File: src/rtl/serial_add_pkg.sv
// rtl/serial_add_pkg.sv - shared FSM state encoding for the bit-serial adder controller
package serial_add_pkg;

  localparam logic [1:0] ENC_IDLE = 2'd0;
  localparam logic [1:0] ENC_CALC = 2'd1;
  localparam logic [1:0] ENC_DONE = 2'd2;

  typedef enum logic [1:0] {
    ST_IDLE = ENC_IDLE,
    ST_CALC = ENC_CALC,
    ST_DONE = ENC_DONE
  } state_t;

endpackage

File: src/rtl/fa_cell.sv
// rtl/fa_cell.sv - gate-level 1-bit full adder used as the serial datapath
module fa_cell (
  input  logic i_a,
  input  logic i_b,
  input  logic i_c,
  output logic o_s,
  output logic o_c
);

  assign o_s = i_a ^ i_b ^ i_c;
  assign o_c = (i_a & i_b) | (i_a & i_c) | (i_b & i_c);

endmodule

File: src/rtl/serial_add_ctrl.sv
// rtl/serial_add_ctrl.sv - LSB-first bit-serial adder with valid/ready handshakes
// Optional signed-overflow output ovf is built when SERIAL_ADD_OVF_EN is defined.
module serial_add_ctrl
  import serial_add_pkg::*;
#(
  parameter int WIDTH = 8
) (
  input  logic             clk,
  input  logic             rst,
  input  logic             in_valid,
  output logic             in_ready,
  input  logic [WIDTH-1:0] a,
  input  logic [WIDTH-1:0] b,
  input  logic             cin,
  output logic             out_valid,
  input  logic             out_ready,
  output logic [WIDTH-1:0] sum,
  output logic             cout,
`ifdef SERIAL_ADD_OVF_EN
  output logic             busy,
  output logic             ovf
`else
  output logic             busy
`endif
);

  localparam int             CW       = (WIDTH > 1) ? $clog2(WIDTH) : 1;
  localparam logic [CW-1:0]  LAST_BIT = CW'(WIDTH - 1);

  state_t           r_state;
  logic [WIDTH-1:0] r_a;
  logic [WIDTH-1:0] r_b;
  logic [WIDTH-1:0] r_acc;
  logic             r_carry;
  logic [CW-1:0]    r_cnt;

  logic             w_s;
  logic             w_c;
  logic [WIDTH-1:0] w_acc_next;

  fa_cell u_fa (
    .i_a (r_a[0]),
    .i_b (r_b[0]),
    .i_c (r_carry),
    .o_s (w_s),
    .o_c (w_c)
  );

  // Sum bits enter at the MSB so bit 0 lands at the LSB after WIDTH shifts.
  assign w_acc_next = {w_s, {(WIDTH-1){1'b0}}} | (r_acc >> 1);

  always_ff @(posedge clk) begin
    if (rst) begin
      r_state   <= ST_IDLE;
      in_ready  <= 1'b1;
      out_valid <= 1'b0;
      busy      <= 1'b0;
      sum       <= '0;
      cout      <= 1'b0;
      r_a       <= '0;
      r_b       <= '0;
      r_acc     <= '0;
      r_carry   <= 1'b0;
      r_cnt     <= '0;
`ifdef SERIAL_ADD_OVF_EN
      ovf       <= 1'b0;
`endif
    end else begin
      case (r_state)
        ST_IDLE: begin
          if (in_valid && in_ready) begin
            r_a      <= a;
            r_b      <= b;
            r_carry  <= cin;
            r_cnt    <= '0;
            in_ready <= 1'b0;
            busy     <= 1'b1;
            r_state  <= ST_CALC;
          end
        end
        ST_CALC: begin
          r_a     <= r_a >> 1;
          r_b     <= r_b >> 1;
          r_carry <= w_c;
          r_acc   <= w_acc_next;
          r_cnt   <= r_cnt + CW'(1);
          // Visible outputs only change here, so they keep the previous result during CALC.
          if (r_cnt == LAST_BIT) begin
            sum       <= w_acc_next;
            cout      <= w_c;
            out_valid <= 1'b1;
`ifdef SERIAL_ADD_OVF_EN
            ovf       <= r_carry ^ w_c;
`endif
            r_state   <= ST_DONE;
          end
        end
        ST_DONE: begin
          if (out_ready) begin
            out_valid <= 1'b0;
            busy      <= 1'b0;
            in_ready  <= 1'b1;
            r_state   <= ST_IDLE;
          end
        end
        default: r_state <= ST_IDLE;
      endcase
    end
  end

endmodule

File: config.mk
export PLATFORM = sky130hd
export DESIGN_NAME = serial_add_ctrl
export DESIGN_NICKNAME = d
export VERILOG_FILES = /design/src/rtl/serial_add_pkg.sv /design/src/rtl/fa_cell.sv /design/src/rtl/serial_add_ctrl.sv
export SDC_FILE = /design/constraint.sdc
export NUM_CORES = 1
export LEC_CHECK = 0
export BUFFER_PORTS_ARGS = -buffer_cell sky130_fd_sc_hd__clkbuf_2
export CAP_MARGIN = 10
export CORE_ASPECT_RATIO = 0.6
export CORE_MARGIN = 1
export CORE_UTILIZATION = 55
export CTS_BUF_LIST = sky130_fd_sc_hd__clkbuf_8
export DETAILED_ROUTE_END_ITERATION = 10
export PLACE_DENSITY_LB_ADDON = 0.12
export SLEW_MARGIN = 20
export SYNTH_ARGS = -nofsm -noshare
export SYNTH_HDL_FRONTEND = slang
export SYNTH_SLANG_ARGS = --single-unit
File: constraint.sdc
create_clock -name clk -period 4.5 [get_ports clk]
set_clock_uncertainty 0.1 [all_clocks]
set_input_delay 0.9 -clock clk [delete_from_list [all_inputs] [get_ports clk]]
set_output_delay 0.9 -clock clk [all_outputs]
set_load 0.02 [all_outputs]
After elaboration in Yosys (flattened, before gate mapping) --
Index checks and enable logic that the tools add are counted.
Storage, ports and cells: RAM bits 0, latch bits 0, memories 0, input port bits 21, memory bits (read-only) 0, register bits 42, word-level logic and storage cells 56
Cells by class: multiply operators 0, shift-type cells 0, divide/modulo/power cells 0, bitwise logic cells 8, $lt $le $gt $ge 0, multiplexer cells 20, $add $sub $neg 1, reductions and logical operators 10, equal/unequal tests 6
Operator list (number):
- 8-bit one-hot mux with 2 select lines | 2
- 8-bit two-way mux | 2
- 3-bit AND reduction | 3
- 8-bit by 7-bit bitwise OR with 8-bit output | 1
- 1-bit one-hot mux with 2 select lines | 4
- 1-bit two-way mux | 6
- 2-bit two-way mux | 3
- 2-bit inequality test, second input constant | 3
- 2-bit one-hot mux with 3 select lines | 1
- 3-bit one-hot mux with 2 select lines | 1
- 2-bit nonzero test | 3
- 2-bit AND reduction | 2
- 3-bit by 1-bit adder with 3-bit output, second input constant | 1
- 1-bit bitwise AND | 3
- 3-bit equality test, second input constant | 1
- 3-bit two-way mux | 1
- 2-bit by 1-bit equality test with 1-bit output, second input constant | 1
- 2-bit equality test, second input constant | 1
- 2-bit zero test | 1
- 1-bit bitwise OR | 2
- 1-bit XOR | 2
- 1-bit logical AND | 1

Longest topological paths before layout --
word-level depth 4, mapped depth 6, mapped depth without buffers 5

Hierarchy --
A second synthesis with hierarchy kept.
Second synthesis, totals: cells, all modules 206, area total of the unflattened synthesis 1825.5 µm²
By module, submodules not included:
- serial_add_ctrl | instances 1, area an instance 1805.5 µm², cells each 205
- fa_cell | instances 1, area an instance 20.0 µm², cells each 1

Worst setup path after synthesis --
OpenSTA, ideal clock, no wires.
kind input port to flip-flop, start input port in_valid, end register r_a[0], stages 5, slack 2.720 ns, arrival time 1.592 ns, required time 4.312 ns, library setup time 0.088 ns, path through nor4bb_4 > buf_6 > buf_12 > nor3_1 > a311oi_2
On the way: word-level cells in the longest chain between the ends 3
RTL lines:
- start, declared | line serial_add_ctrl.sv:10 | input logic in_valid,
- 1-bit logical AND | line serial_add_ctrl.sv:71 | if (in_valid && in_ready) begin
- 2-bit inequality test (no source line)
- 2-bit AND reduction (no source line)
- end signal, assigned | line serial_add_ctrl.sv:82 | r_a <= r_a >> 1;
- end, declared | line serial_add_ctrl.sv:31 | logic [WIDTH-1:0] r_a;
No other way between the ends. A chain may end at the register's enable or synchronous reset.

Worst setup path in the final report --
start register r_state[1], end register r_b[0]
On the way: word-level cells in the longest chain between the ends 3
RTL lines:
- start, declared | line serial_add_ctrl.sv:30 | state_t r_state;
- start signal, assigned | line serial_add_ctrl.sv:54 | r_state <= ST_IDLE;
- start signal, assigned | line serial_add_ctrl.sv:78 | r_state <= ST_CALC;
- start signal, assigned | line serial_add_ctrl.sv:95 | r_state <= ST_DONE;
- 2-bit by 1-bit equality test with 1-bit output or 2-bit zero test (tied branches) | line serial_add_ctrl.sv:69 | case (r_state)
- 2-bit nonzero test (no source line) or 2-bit inequality test (tied branches)
- 2-bit AND reduction (no source line)
- end signal, assigned | line serial_add_ctrl.sv:83 | r_b <= r_b >> 1;
- end, declared | line serial_add_ctrl.sv:32 | logic [WIDTH-1:0] r_b;
Several ways; a longest one is shown, not always the timed one.

==> results.md <==
* DR pass1 iterations at 4
* Reg2reg setup slack at 1.99 ns
* CP endpoint kind: flop
* Total CTS buffers at 5
* Placed cell count at 266
* Final worst-path cycle share at 55.8%
* Total length of routed wires at roughly 3.7 mm
* Sequential Power Share at between 50% and 60%
* Worst-path fanout max at 28
* Reg clk slew, reported paths at about 0.080 ns
* Warnings from Yosys at 0
* Hold Path Stages at 2
* Largest net degree at the start of global routing at 50
* Area leader, netlist: dfxtp_1
* Synthesized net count at 235
* Avg Vias per Cell at roughly 5.6
* Final setup viols at 0
* Final critical-path required period at roughly 2.5 ns
* Ys flop type: dfxtp_1
* Critical path class: reg2reg
* Setup TNS at 0 ns
* Cell internal pwr at 571 uW
* Top post-synthesis cells by area: dfxtp_1, nand2_1, a21oi_1, a311oi_2, nor3_1
* R2R Path Start: r_state[1]$_SDFFE_PP0P_
* Synthesis-stage register bit count at slightly above 40
* Min-delay worst type: reg2reg
* Worst-skew pair later-pin latency at 0.29 ns
* Post-layout nets at approximately 260
* Global-route total usage across every layer at 22.7%
* Max_cap viols at 0
* LEAKAGE at 0.000762 uW
* Startpoint type of the worst setup path: flop
* Hold buffers post-CTS at 0
* Wire per inst at 13.3 um
* Fin. max-slew vios at 0
* Most numerous cell in the Yosys netlist: nand2_1
* Post-Syn Instances at 211
* Clock power share at 33.4%
* Share of layout cells above drive strength 1 at roughly 22%
* Final instance area at 2000 um^2
* WP data arrival at 2.59 ns
* Slew Limit Headroom at 29.2%
* Min setup slack post-route at 1.99 ns
* Cells along the critical path: nand2b_1 -> nand2_2 -> a311oi_1
* Setup Fix Bufs, Post-CTS at 0
* Syn_area_per_cell at 8.59 um^2
* Initial Utilization at 60.4%
* Register area share after synthesis at 45.3%
* Hold EP: sum[1]$_SDFFE_PP0P_
* RSZ-0062 raised after global routing: false
* Number of enable flip-flop cells after synthesis at 0
* Initial antenna violation count at 0
* Core area at 3000 um^2
* CTS tree: done
* R2R cell count at 3
* Residual DRC at 0
* DP Area at 1900 um^2
* First DRT Iteration DRCs at around 110
* Fin Hold WS at 0.357 ns
* Fmax at 0.398 GHz
* GP Congestion at 0.733
* Antenna diode count at 0
* Worst-margin pin slew at ~1.1 ns
* Delay-heaviest family, CP: simple AND/OR/NAND/NOR gates
* CP max stage cell: nand2b_1
* Clk sinks at 41
* Area added between synthesis and finish at 10.1%
* Top post-synthesis cells by count: nand2_1, dfxtp_1, a21oi_1
* Status: complete, no violations
* Slowest stage delay, CP at ~0.87 ns
* Net Sw Power at 209 uW
* Die Y at 46.5 um
* Clock Tree Root: clkbuf_8
* Worst path bufs/invs at 0
* Sw frac at roughly 27%
* Num rows at 15
* Port bufs at 32
* P per Cell Area at 391 nW/um^2
* Die Width at 76.1 um
* Vias in the first global route at ~1,400
* H-tree depth at 2
* Worst r2r dst: r_b[0]$_SDFFE_PP0P_
* Hold Vio Cnt, Final at 0
* WP data required at 4.57 ns
* Post-DP HPWL at between 2 and 2.5 mm
* Antenna Nets Post-Route at 0
* Max IR drop VDD at 0.214 mV
* Fillers at around 270
* Comb pwr share at 14.9%
* Grt ovf at 0
* Via count at ~1,500
* Setup WS pre-CTS at 2.01 ns
* Origin of the worst min-delay path: sum[1]$_SDFFE_PP0P_
* Synth cell types at 26
* Synthesized area at 1810 um^2
* Post-CTS sizing at 0
* Post-synth top area share at 45.3%
* Die area at 3540 um^2
* # IOs at 33
* Fin cells at 274
* Post-synth ARST share at 0%
* Global-route wire length before repair at approximately 6.1 mm
* Clk buf depth at 2
cell usage in the layout, fill, tap and decap left out:
cell type  instances
nand3_1           15
nand2b_1           3
o21bai_1           1
nand2_1           59
inv_1              2
a31oi_1            1
clkbuf_8           7
nand2_2            1
nand3b_1           1
dfxtp_1           41
ha_1               2
buf_4              1
nand4bb_1          1
fa_1               1
a311oi_1           7
nor2b_2            1
clkbuf_2          32
nor4bb_4           1
o21ai_0            2
a21oi_1           26
nor2b_1            2
nor3_1            16
clkinv_2           1
a311oi_2           8
state kept, by name, summed over array words and instances, names as in the netlist:
register	count
out_valid	1
sum	8
cout	1
r_state	2
r_cnt	3
r_a	8
r_acc	7
busy	1
in_ready	1
r_b	8
r_carry	1
layout make-up:
| cell class | instances | area, um^2 | share of cell area (%) |
|---|---|---|---|
| multi-input combinational | 148 | 847 | 42.4 |
| sequential | 41 | 821 | 41.1 |
| timing repair buffer | 33 | 168 | 8.40 |
| clock buffer | 7 | 96.3 | 4.82 |
| tap | 42 | 52.6 | 2.63 |
| inverter | 2 | 7.51 | 0.376 |
| clock inverter | 1 | 5.00 | 0.251 |
per-layer routing:
layer  vias up  GRT usage [%]  share of wire (%)
met5         -              0                  0
met2        36           42.2                 47
met4         0           9.23                1.0
li1        770              -                  -
met1       726           26.4                 47
met3         5           5.54                4.8
through the flow:
stage                     utilization, %  total power, uW
after floorplan                        -              512
after global placement              63.1              520
after detailed placement            63.1              527
after CTS                           66.5              787
after global routing                66.5              817
final                               66.5              780
worst max path at each step:
stage / cells after the start / slack (ns) / to / from
floorplan: 5 / 2.72 / r_a[0]$_SDFFE_PP0P_ / in_valid
global placement: 3 / 2.18 / r_b[0]$_SDFFE_PP0P_ / r_state[1]$_SDFFE_PP0P_
detailed placement: 3 / 2.01 / r_b[1]$_SDFFE_PP0P_ / r_state[1]$_SDFFE_PP0P_
CTS: 3 / 1.97 / r_b[0]$_SDFFE_PP0P_ / r_state[1]$_SDFFE_PP0P_
global route: 3 / 1.78 / r_b[1]$_SDFFE_PP0P_ / r_state[1]$_SDFFE_PP0P_
finish: 3 / 1.99 / r_b[0]$_SDFFE_PP0P_ / r_state[1]$_SDFFE_PP0P_
logic make-up (layout without fill, tap and decap cells):
logic type      Yosys count  after routing  share of synthesized area [%]
flops                    41             41                           45.3
compound gates           45             45                           18.5
fa+ha+maj                 3              3                           2.48
simple gates            100            100                           25.6
buf+inv                  22             43                           8.14
power by group through the flow:
stage | clock network, uW | logic (uW) | registers [uW]
after global placement | 0 | 111 | 409
after floorplan | 0 | 104 | 408
final | 261 | 116 | 403
after detailed placement | 0 | 116 | 411
after CTS | 267 | 117 | 403
after global routing | 281 | 130 | 407
worst register-to-register path, stage by stage (launching register included):
cell      delay, ns
dfxtp_1        0.55
nand2b_1       0.87
nand2_2        0.49
a311oi_1       0.39
Power figures use the tool's default switching activity.
